## src/rtl/demux_stream.sv

```systemverilog
// Stream demultiplexer: routes each upstream word to one channel (or all, on
// broadcast) through per-channel single-entry output registers.
module demux_stream #(
  parameter int unsigned N    = 8,
  parameter int unsigned CH   = 4,
  parameter int unsigned SELW = $clog2(CH)
) (
  input  logic            clk,
  input  logic            rst_n,
  input  logic [N-1:0]    data_in,
  input  logic            valid_in,
  output logic            ready_out,
  input  logic [SELW-1:0] selection_i,
  input  logic            bcast_i,
  output logic [CH*N-1:0] result_o,
  output logic [CH-1:0]   valid_o,
  input  logic [CH-1:0]   ready_i,
  output logic [7:0]      drop_cnt_o
);

  localparam int unsigned CW = 8;

  logic [CH-1:0][N-1:0] data_q;
  logic [CH-1:0]        full_q;
  logic [CW-1:0]        drop_q;

  logic [CH-1:0] drain;
  logic [CH-1:0] free;
  logic [CH-1:0] target;
  logic [CH-1:0] load;
  logic          sel_ok;
  logic          xfer;
  logic          drop;

  // Acceptance, per-channel load/drain decode and discard detection.
  always_comb begin
    sel_ok = ({1'b0, selection_i} < (SELW+1)'(CH));
    target = '0;
    for (int unsigned k = 0; k < CH; k++) begin
      if (selection_i == SELW'(k)) target[k] = 1'b1;
    end
    drain = full_q & ready_i;
    free  = ~full_q | ready_i;
    if (bcast_i)     ready_out = &free;
    else if (sel_ok) ready_out = |(target & free);
    else             ready_out = 1'b1;
    xfer = valid_in & ready_out;
    load = '0;
    if (xfer) load = bcast_i ? '1 : target;
    drop = xfer & ~bcast_i & ~sel_ok;
  end

  // A drained register is cleared so result_o reads zero while empty.
  always_ff @(posedge clk or negedge rst_n) begin
    if (!rst_n) begin
      data_q <= '0;
      full_q <= '0;
    end else begin
      for (int unsigned k = 0; k < CH; k++) begin
        if (load[k]) begin
          data_q[k] <= data_in;
          full_q[k] <= 1'b1;
        end else if (drain[k]) begin
          data_q[k] <= '0;
          full_q[k] <= 1'b0;
        end
      end
    end
  end

  // Saturating discard counter.
  always_ff @(posedge clk or negedge rst_n) begin
    if (!rst_n) begin
      drop_q <= '0;
    end else if (drop && (drop_q != '1)) begin
      drop_q <= drop_q + CW'(1);
    end
  end

  assign result_o   = data_q;
  assign valid_o    = full_q;
  assign drop_cnt_o = drop_q;

endmodule

```

## config.mk

```make
export PLATFORM = sky130hd
export DESIGN_NAME = demux_stream
export DESIGN_NICKNAME = d
export VERILOG_FILES = /design/src/rtl/demux_stream.sv
export SDC_FILE = /design/constraint.sdc
export NUM_CORES = 1
export LEC_CHECK = 0
export CORE_MARGIN = 5
export CORE_UTILIZATION = 52
export CTS_BUF_LIST = sky130_fd_sc_hd__clkbuf_4
export DETAILED_ROUTE_END_ITERATION = 12
export GPL_TIMING_DRIVEN = 0
export PLACE_DENSITY = 0.88
export RECOVER_POWER = 25
export SLEW_MARGIN = 10
export SYNTH_ARGS = -nofsm -noshare
export SYNTH_HDL_FRONTEND = slang
export SYNTH_SLANG_ARGS = --single-unit
```

## constraint.sdc

```tcl
create_clock -name clk -period 4.74 [get_ports clk]
set_clock_uncertainty 0.15 [all_clocks]
set_input_delay 0.711 -clock clk [delete_from_list [all_inputs] [get_ports clk]]
set_output_delay 0.711 -clock clk [all_outputs]
set_load 0.01 [all_outputs]
```

==> flow_summary.yaml <==
job:
  cap_viol_max_count: 1
logic_synthesis:
  yosys-top-cells-area: "dfrtp_1, mux2i_1, a32oi_1"
  netlist_area_mm2: 0.00200
  yosys_warnings: 0
  ys_seq_area_share_pct: 45.0
  yosys_register_bits: 36
  synth.avg_cell_area_um2: 10.1
  synthDistinctLibCells: 34
  synth_flop_cell: "dfrtp_1"
  synth.top_cell.area_share_pct: 45.0
  synthCells: 198
  synth_edf_count: 0
  synth_top_cell_by_area: "dfrtp_1"
  async_flop_share_pct: 100
min_path:
  hold_end: "result_o[9]"
  hold_depth: 2
  worstHoldStart: "result_o[9]"
  hold_path.class: "reg -> reg"
final_layout:
  drive_gt1_share_pct: 10.2
  area_delta_synth_final_pct: 32.3
  diodes: 0
  n_fill_cell: 307
  nNetsFinal: 281
power:
  comb_power_share_pct: 40.5
  pwr_density_cell_mw_per_mm2: 398
  swShare_pct: 33.9
  leakage_nw: 1.21
  p_clk_share_pct: 16.0
  peakVddDrop_mv: 0.222
  p_int_mw: 0.697
  totalPowerFinal_mw: 1.05
  power_frac_seq_pct: 43.5
  power.switching_mw: 0.357
clock_network:
  clk_latency_ns: 0.34
  htree_levels: 2
  cts.sinks: 36
  cts_tree: "yes"
  hold_buffers: 0
  clk_pin_slew_ns: 0.11
  cts_root_buf: "clkbuf_4"
  cts_buffers: 5
  cts_buffer_depth: 2
  cts_resized: 0
  postCtsSetupBuffers: 0
critical_path:
  crit_family: "buffers and inverters"
  r2r_cells: 5
  r2r_slack_ns: 2.54
  crit_chain: "nor2b_1, clkbuf_1, nand2_1, a31oi_1, o22ai_1, clkdlybuf4s50_1"
  path_buf_inv: 2
  end_kind: "output port"
  arrival_ns: 2.59
  reg2reg_from: "valid_o[2]"
  critPathSlowestCell: "dfrtp_1"
  worst_ep_required_time_ns: 3.88
  cp-start-kind: "register"
  timing.rr.end: "result_o[6]"
  path_class: "reg -> out"
  slowest_delay_ns: 0.54
  critPathMaxFanout: 11
die:
  die_w_um: 72.0
  core-area_mm2: 0.00369
  fp.dieH_um: 72.0
  rows: 22
  dieArea_mm2: 0.00519
  ioPinCount: 63
  start_util_pct: 54.3
detailed_routing:
  drt-initial-drc-count: 144
  wl_um: 4910
  wire_per_inst_um: 15.7
  drc: 0
  vias: 1765
  drtAntennaViolNets: 0
  drt-pass1-iter-count: 4
  viasPerCell: 5.66
outcome:
  violations: "capacitance limit, slew limit"
  status: "complete, but fails checks"
sta:
  fin_tns_setup_ns: 0
  max_freq_mhz: 289
  timing.final.crit_share_pct: 72.9
  min_period_ns: 3.45
  grt_setup_unrepaired: "false"
  slew_headroom_pct: -25.7
  setup_viol_count_final: 0
  drv_slew: 37
  hold_viol: 0
  tightest_slew_ns: 1.89
place:
  hpwl_um: 3490
  gp_congestion: 0.873
  numPortBuffers: 51
global_route:
  grt_pass1_vias: 1723
  overflow: 0
  grt_first_pass_wirelength_um: 8110
  grt_max_degree: 37
  grt_usage_pct: 20.3
  antenna_found_initial: 0
==> cells in the final DEF, fill, tap and decap left out <==
| cell type | count |
|---|---|
| buf_6 | 2 |
| o32a_1 | 1 |
| or2_2 | 2 |
| clkinv_1 | 1 |
| mux2i_1 | 24 |
| nor2_1 | 2 |
| a31oi_1 | 1 |
| buf_2 | 4 |
| clkbuf_1 | 6 |
| nand4_1 | 8 |
| o221ai_1 | 8 |
| clkbuf_4 | 7 |
| or4bb_1 | 1 |
| o41ai_4 | 1 |
| or4b_1 | 1 |
| o41a_1 | 1 |
| a2bb2oi_1 | 1 |
| inv_1 | 10 |
| nor3_1 | 1 |
| nand2_1 | 23 |
| nand3_1 | 11 |
| nor4_2 | 1 |
| o22ai_1 | 1 |
| nand3b_1 | 1 |
| nor2b_1 | 4 |
| o21ai_0 | 8 |
| or4_1 | 1 |
| or2b_1 | 1 |
| buf_1 | 1 |
| nand2b_1 | 2 |
| o21ai_1 | 8 |
| a32oi_1 | 16 |
| dfrtp_1 | 36 |
| clkdlybuf4s50_1 | 50 |
| conb_1 | 8 |
| buf_4 | 9 |
| o41ai_2 | 1 |
==> stage by stage <==
step	hold slack, ns	cell area [um^2]	utilization [%]	std cells	setup WS [ns]
after floorplan	0.265	2030	-	205	2.06
after global placement	0.353	2600	70.5	304	1.38
after detailed placement	0.358	2590	70.3	304	1.34
after CTS	0.309	2650	71.8	312	1.28
after global routing	0.402	2650	71.8	312	1.10
final	0.377	2650	71.8	312	1.29
==> cells in the mapped netlist, types with 2 or more instances <==
master,number
o21ai_0,8
nor2b_1,4
dfrtp_1,36
o221ai_1,8
buf_2,4
buf_4,9
clkbuf_1,5
inv_1,10
mux2i_1,24
nand3_1,11
nand2_1,23
or2_2,2
nand4_1,8
o21ai_1,8
nor2_1,2
a32oi_1,16
nand2b_1,2
buf_6,2
==> layer usage <==
layer	vias up	GRT usage [%]	wire [um]
met2	61	30.4	2290
met5	-	0	0
met1	833	27.8	2190
met4	0	9.19	89
li1	863	-	-
met3	8	4.85	332
==> worst register-to-register path, delay by kind of cell (launching register included) <==
family | cells | cell delay [ns]
AO/OA/AOI/OAI | 2 | 0.77
flip-flops | 1 | 0.50
AND/OR/NAND/NOR | 1 | 0.25
buffers and inverters | 1 | 0.24
multiplexers | 1 | 0.19
==> power by group through the flow <==
stage | registers (mW) | logic, mW | clock network, mW
after floorplan | 0.497 | 0.157 | 0
after global placement | 0.462 | 0.422 | 0
after detailed placement | 0.465 | 0.430 | 0
after CTS | 0.460 | 0.432 | 0.172
after global routing | 0.475 | 0.463 | 0.185
final | 0.459 | 0.427 | 0.169
==> final cells by class <==
cell class,count,area (um^2),area share (%)
inverters,10,37.5,1.42
well taps,48,60.1,2.27
plain buffers,21,133,5.01
clock inverters,1,3.75,0.142
repair buffers,51,504,19.0
clock buffers,7,52.6,1.98
multi-input cells,138,957,36.1
flip-flops and latches,36,901,34.0
==> sequential cells by signal, indices dropped and copies added, names as in the netlist <==
register  cells
valid_o       4
result_o     32
==> logic make-up after synthesis <==
| kind of cell | synth area share [%] |
|---|---|
| multiplexers | 12.0 |
| other | 0.187 |
| flip-flops | 45.0 |
| AO/OA/AOI/OAI | 18.8 |
| buffers and inverters | 8.50 |
| AND/OR/NAND/NOR | 15.5 |
==> how the worst max path moves through the flow <==
stage / startpoint / end / slack, ns / depth (start not counted)
final: valid_o[2] / ready_out / 1.29 / 6
after floorplan: ready_i[2] / ready_out / 2.06 / 6
after detailed placement: ready_i[2] / ready_out / 1.34 / 7
after global placement: ready_i[2] / ready_out / 1.38 / 7
after global routing: valid_o[2] / ready_out / 1.10 / 6
after CTS: valid_o[2] / ready_out / 1.28 / 6
Note: power is estimated with default switching activity, not from simulation.
